File: src/rtl/ps2_keyboard.sv
// PS/2 keyboard receiver: filtered line inputs, 11-bit frame deserialiser with
// parity/stop checking, and a small scancode FIFO that toggles an IRQ per push.
module ps2_keyboard #(
   parameter int FILTER     = 8,
   parameter int TIMEOUT    = 25000,
   parameter int DEPTH_LOG2 = 3
) (
   input  logic                  CLOCK,
   input  logic                  RESET_N,
   input  logic                  PS2_CLK,
   input  logic                  PS2_DAT,
   input  logic                  I_ACK,
   output logic [7:0]            O_DATA,
   output logic                  O_READY,
   output logic [DEPTH_LOG2:0]   O_COUNT,
   output logic                  O_IRQ,
   output logic                  O_OVF,
   output logic                  O_ERR
);

   localparam int DEPTH = 1 << DEPTH_LOG2;
   localparam int FW    = $clog2(FILTER + 1);
   localparam int TW    = $clog2(TIMEOUT + 1);
   localparam int CW    = DEPTH_LOG2 + 1;

   typedef enum logic [1:0] {IDLE, DATA, PARITY, STOP} state_t;

   function automatic logic odd_parity(input logic [7:0] d, input logic p);
      return ^{d, p};
   endfunction

   // Line index 0 is PS2_CLK, index 1 is PS2_DAT
   logic [1:0]    s1_r, s2_r, filt_r;
   logic [FW-1:0] cnt_r [2];
   logic          clk_d_r;
   logic          fall_s, bit_s;

   // Two-flop synchroniser followed by a per-line stability filter
   always_ff @(posedge CLOCK) begin
      if (!RESET_N) begin
         s1_r   <= 2'b11;
         s2_r   <= 2'b11;
         filt_r <= 2'b11;
         for (int i = 0; i < 2; i++) cnt_r[i] <= '0;
      end else begin
         s1_r <= {PS2_DAT, PS2_CLK};
         s2_r <= s1_r;
         for (int i = 0; i < 2; i++) begin
            if (s2_r[i] != filt_r[i]) begin
               if (cnt_r[i] == FW'(FILTER - 1)) begin
                  filt_r[i] <= s2_r[i];
                  cnt_r[i]  <= '0;
               end else begin
                  cnt_r[i] <= cnt_r[i] + FW'(1);
               end
            end else begin
               cnt_r[i] <= '0;
            end
         end
      end
   end

   // Previous filtered clock level for falling-edge detection
   always_ff @(posedge CLOCK) begin
      if (!RESET_N) clk_d_r <= 1'b1;
      else          clk_d_r <= filt_r[0];
   end

   assign fall_s = clk_d_r & ~filt_r[0];
   assign bit_s  = filt_r[1];

   state_t        state_r, state_n;
   logic [2:0]    bitcnt_r, bitcnt_n;
   logic [7:0]    shreg_r, shreg_n;
   logic          par_r, par_n;
   logic [TW-1:0] idle_r;
   logic          err_r, err_s, push_s, timeout_s;

   assign timeout_s = (state_r != IDLE) && (idle_r == TW'(TIMEOUT));

   // Receiver next-state logic; push/error are decided on the stop-bit edge
   always_comb begin
      state_n  = state_r;
      bitcnt_n = bitcnt_r;
      shreg_n  = shreg_r;
      par_n    = par_r;
      push_s   = 1'b0;
      err_s    = 1'b0;
      if (fall_s) begin
         case (state_r)
            IDLE: begin
               if (!bit_s) begin
                  state_n  = DATA;
                  bitcnt_n = 3'd0;
               end else begin
                  state_n = IDLE;
               end
            end
            DATA: begin
               shreg_n  = {bit_s, shreg_r[7:1]};
               bitcnt_n = bitcnt_r + 3'd1;
               if (bitcnt_r == 3'd7) state_n = PARITY;
               else                  state_n = DATA;
            end
            PARITY: begin
               par_n   = bit_s;
               state_n = STOP;
            end
            STOP: begin
               state_n = IDLE;
               if (bit_s && odd_parity(shreg_r, par_r)) push_s = 1'b1;
               else                                     err_s  = 1'b1;
            end
            default: state_n = IDLE;
         endcase
      end else if (timeout_s) begin
         state_n = IDLE;
      end else begin
         state_n = state_r;
      end
   end

   // Receiver state, shift register and mid-frame idle counter
   always_ff @(posedge CLOCK) begin
      if (!RESET_N) begin
         state_r  <= IDLE;
         bitcnt_r <= 3'd0;
         shreg_r  <= 8'h00;
         par_r    <= 1'b0;
         err_r    <= 1'b0;
         idle_r   <= '0;
      end else begin
         state_r  <= state_n;
         bitcnt_r <= bitcnt_n;
         shreg_r  <= shreg_n;
         par_r    <= par_n;
         err_r    <= err_s;
         if (fall_s || (state_r == IDLE) || timeout_s) idle_r <= '0;
         else                                          idle_r <= idle_r + TW'(1);
      end
   end

   logic [7:0]            mem [DEPTH];
   logic [DEPTH_LOG2-1:0] wptr_r, rptr_r;
   logic [CW-1:0]         count_r;
   logic                  irq_r, ovf_r;
   logic                  pop_s, full_s, push_ok_s;

   assign pop_s     = I_ACK && (count_r != '0);
   assign full_s    = (count_r == CW'(DEPTH));
   // A full FIFO still accepts a byte when the head is popped in the same cycle
   assign push_ok_s = push_s && (!full_s || pop_s);

   // FIFO storage
   always_ff @(posedge CLOCK) begin
      if (push_ok_s) mem[wptr_r] <= shreg_r;
   end

   // FIFO pointers, occupancy, IRQ toggle and overflow flag
   always_ff @(posedge CLOCK) begin
      if (!RESET_N) begin
         wptr_r  <= '0;
         rptr_r  <= '0;
         count_r <= '0;
         irq_r   <= 1'b0;
         ovf_r   <= 1'b0;
      end else begin
         if (push_ok_s) begin
            wptr_r <= wptr_r + DEPTH_LOG2'(1);
            irq_r  <= ~irq_r;
         end else if (push_s) begin
            ovf_r <= 1'b1;
         end
         if (pop_s) rptr_r <= rptr_r + DEPTH_LOG2'(1);
         case ({push_ok_s, pop_s})
            2'b10:   count_r <= count_r + CW'(1);
            2'b01:   count_r <= count_r - CW'(1);
            default: count_r <= count_r;
         endcase
      end
   end

   assign O_DATA  = (count_r != '0) ? mem[rptr_r] : 8'h00;
   assign O_READY = (count_r != '0);
   assign O_COUNT = count_r;
   assign O_IRQ   = irq_r;
   assign O_OVF   = ovf_r;
   assign O_ERR   = err_r;

endmodule

File: config.mk
export PLATFORM = sky130hd
export DESIGN_NAME = ps2_keyboard
export DESIGN_NICKNAME = d
export VERILOG_FILES = /design/src/rtl/ps2_keyboard.sv
export SDC_FILE = /design/constraint.sdc
export NUM_CORES = 1
export LEC_CHECK = 0
export BUFFER_PORTS_ARGS = -buffer_cell sky130_fd_sc_hd__buf_2
export CORE_ASPECT_RATIO = 1.75
export CORE_MARGIN = 5
export CORE_UTILIZATION = 40
export CTS_BUF_LIST = sky130_fd_sc_hd__clkbuf_4 sky130_fd_sc_hd__clkbuf_8 sky130_fd_sc_hd__clkbuf_16
export CTS_CLUSTER_DIAMETER = 120
export CTS_CLUSTER_SIZE = 24
export DETAILED_ROUTE_END_ITERATION = 8
export PLACE_DENSITY = 0.54
export SLEW_MARGIN = 20
export SYNTH_ARGS = -nofsm -noshare
export SYNTH_HDL_FRONTEND = slang
export SYNTH_SLANG_ARGS = --single-unit
File: constraint.sdc
create_clock -name CLOCK -period 3.3 [get_ports CLOCK]
set_clock_uncertainty 0.15 [all_clocks]
set_input_delay 0 -clock CLOCK [delete_from_list [all_inputs] [get_ports CLOCK]]
set_output_delay 0 -clock CLOCK [all_outputs]
set_load 0.01 [all_outputs]
==> impl_metrics.csv <==
group,metric,value,unit
clock_tree,hold_buffers,4,
setup_path,slowest_delay,0.52,ns
routing,wl_per_cell,15.29,um
power_and_ir_drop,power_density,567.9,mW/mm2
routing,drt_iter0_drc,62,
final_layout,postLayoutCellArea,0.006267,mm2
final_layout,nets,468,
setup_path,worstSetupPathType,"reg2reg",
routing,ant_nets,0,
power_and_ir_drop,leakage,2.238,nW
clock_tree,cts_buffer_depth,2,
sta,slew_viol_final,0,
routing,vias_per_cell,4.796,
clock_tree,path_clk_slew,0.06,ns
final_layout,antenna_cells,0,
setup_path,crit_path_end_kind,"flop",
floorplan,die_area,0.01548,mm2
clock_tree,postCtsSetupBuffers,0,
synth,synth_cell_type_count,46,
routing,vias,3050,
final_layout,final_cell_mix,"edfxtp_1, dfxtp_1, nor2_1, nand2_1, buf_2",
place,place_area,0.005612,mm2
sta,tightestPinTransition,0.8688,ns
global_route,grt_pass1_wl,16.23,mm
place,finalWeightedCongestion,0.7256,
clock_tree,clock-sinks,124,
global_route,grt-ovfl-total,0,
floorplan,initial_core_util,40.45,%
global_route,grt_pass1_vias,3187,
sta,fin_hold_ws,0.1678,ns
floorplan,core-area,0.01287,mm2
synth,seq_area_frac_synth,61.54,%
clock_tree,root_buffer,"clkbuf_16",
final_layout,layout_commonest_cell,"edfxtp_1",
routing,firstDrtPassIters,4,
setup_path,crit_fanout,11,
sta,timing.fmax,340.4,MHz
outcome,status,"complete, no violations",
clock_tree,cts_buffers,17,
sta,hold_viol,0,
final_layout,area_growth,20.41,%
sta,slew_headroom,42.00,%
clock_tree,cts_tree,"done",
setup_path,cp_num_buf_inv,0,
clock_tree,postCtsResizedCells,0,
final_layout,drive_gt1_share,20.86,%
clock_tree,clock_latency,0.40,ns
place,place_inst,600,
floorplan,die_w,96.23,um
setup_path,critPathLaunchType,"flop",
setup_path,path_delay_family,"XOR/XNOR gates",
setup_path,arrival,3.12,ns
hold_path,min-delay-path-class,"in2reg",
power_and_ir_drop,vdd_drop_max,0.4067,mV
sta,setup_tns,0,ns
setup_path,critPathRequiredTime,3.48,ns
global_route,grt_antenna_before_repair,0,
synth,netlist_instances,399,
setup_path,cp_cell_sequence,"xor2_1 -> xnor3_2 -> mux2i_4 -> and2b_2 -> ha_1 -> a21o_1 -> a21oi_1 -> nand2_1 -> o22ai_1 -> mux2i_1",
sta,period_share,89.02,%
place,dp.final_hpwl,6.833,mm
job,maxCapViolCount,0,
routing,route.detailed.drc,0,
sta,rsz0062_at_grt,"no",
floorplan,rows,55,
setup_path,critPathSlowestCell,"dfxtp_1",
global_route,grt.total_usage,13.96,%
routing,drt_wl_total,9.726,mm
synth,yosysWarnings,0,
synth,ys_ff_latch,124,
floorplan,die_h,160.9,um
synth,synth.avg_cell_area,13.05,um2
place,io_buffer_count,20,
final_layout,post_layout_nonfiller_instances,636,
clock_tree,htreeDepth,4,
sta,fin_crit,2.938,ns
floorplan,boundaryPins,21,
sta,setup_viol,0,
synth,syn_area,0.005205,mm2
global_route,grt_max_degree,28,
==> sequential cells by signal (all words and copies together), names as in the netlist, named ones only <==
name      cells
O_COUNT       4
O_ERR         1
O_IRQ         1
O_OVF         1
bitcnt_r      3
clk_d_r       1
cnt_r         8
filt_r        2
idle_r       15
mem          64
par_r         1
rptr_r        3
s1_r          2
s2_r          2
shreg_r       8
state_r       2
wptr_r        3
==> per-stage QoR <==
stage	util, %	setup slack (ns)	power, mW
final	48.70	0.3623	3.559
after CTS	48.70	0.3579	3.608
after global routing	48.70	0.2020	3.689
after detailed placement	43.61	0.3696	1.689
after global placement	43.61	0.4587	1.689
after floorplan	-	0.3251	1.681
==> worst reg2reg max path: cells and delay by family, from the launching register on <==
family	cells	cell delay [ns]
xor gates and xnor gates	2	0.67
DFF	1	0.52
AOI/OAI and AO/OA	3	0.52
muxes	2	0.40
and+or+nand+nor	2	0.33
adders and majority gates	1	0.27
==> final timing paths <==
check	start	endpoint	slack (ns)	cells past startpoint
max reg2reg	shreg_r[2]	O_COUNT[3]	0.36	10
min	PS2_DAT	s1_r[1]	0.17	3
min reg2reg	s1_r[1]	s2_r[1]	0.25	1
max	shreg_r[2]	O_COUNT[3]	0.36	10
==> logic make-up (layout without fill, tap and decap cells) <==
kind of cell | Yosys count | count (layout) | synth area share [%]
AND/OR/NAND/NOR | 146 | 146 | 14.09
flip-flops | 124 | 124 | 61.54
XOR/XNOR | 32 | 32 | 5.986
multiplexers | 30 | 30 | 9.856
AO/OA/AOI/OAI | 28 | 28 | 3.486
buffers and inverters | 27 | 86 | 2.187
adder cells (fa/ha/maj) | 11 | 11 | 2.788
other | 1 | 8 | 0.07205
==> routing by layer <==
layer / up-vias / GRT usage (%) / wire length (um)
met3: 20 / 3.468 / 261
met4: 0 / 5.635 / 180
li1: 1522 / - / -
met5: - / 0 / 0
met2: 38 / 25.29 / 5451
met1: 1470 / 14.97 / 3832
==> cells in the mapped netlist, drive strengths merged <==
master | n | area share [%]
a21boi | 10 | 1.4
a21o | 1 | 0.14
a21oi | 5 | 0.48
a22oi | 2 | 0.29
a31oi | 1 | 0.12
and2 | 11 | 1.3
and2b | 1 | 0.17
and3 | 3 | 0.36
and3b | 1 | 0.19
and4b | 1 | 0.22
buf | 3 | 0.26
clkbuf | 12 | 1.1
conb | 1 | 0.072
dfxtp | 52 | 20
edfxtp | 72 | 42
fa | 1 | 0.38
ha | 10 | 2.4
inv | 12 | 0.87
mux2i | 14 | 2.9
mux4 | 16 | 6.9
nand2 | 37 | 2.7
nand2b | 9 | 1.1
nand3 | 16 | 1.5
nand3b | 4 | 0.58
nand4 | 1 | 0.12
nand4b | 1 | 0.17
nor2 | 42 | 3.0
nor2b | 6 | 0.72
nor3 | 5 | 0.48
nor4 | 5 | 0.89
o21ai | 7 | 0.67
o22ai | 1 | 0.12
o41a | 1 | 0.22
or2b | 1 | 0.17
or3 | 2 | 0.34
xnor2 | 15 | 2.5
xnor3 | 1 | 0.46
xor2 | 15 | 2.5
xor3 | 1 | 0.48
==> final cells by class <==
class | instances | area, um2
inverters | 12 | 45.04
fillers | 1161 | 6601
flip-flops and latches | 124 | 3203
well taps | 171 | 214.0
clock inverters | 14 | 182.7
clock buffers | 18 | 432.9
repair buffers | 42 | 275.3
multi-input cells | 255 | 1914
==> where the power goes <==
group,leakage [nW],internal (mW),switching (mW)
combinational,0.851,0.0136,0.0151
clock,0.292,1.21,0.689
sequential,1.09,1.63,0.00399
total,2.24,2.85,0.708
(Power assumes the default switching activity.)
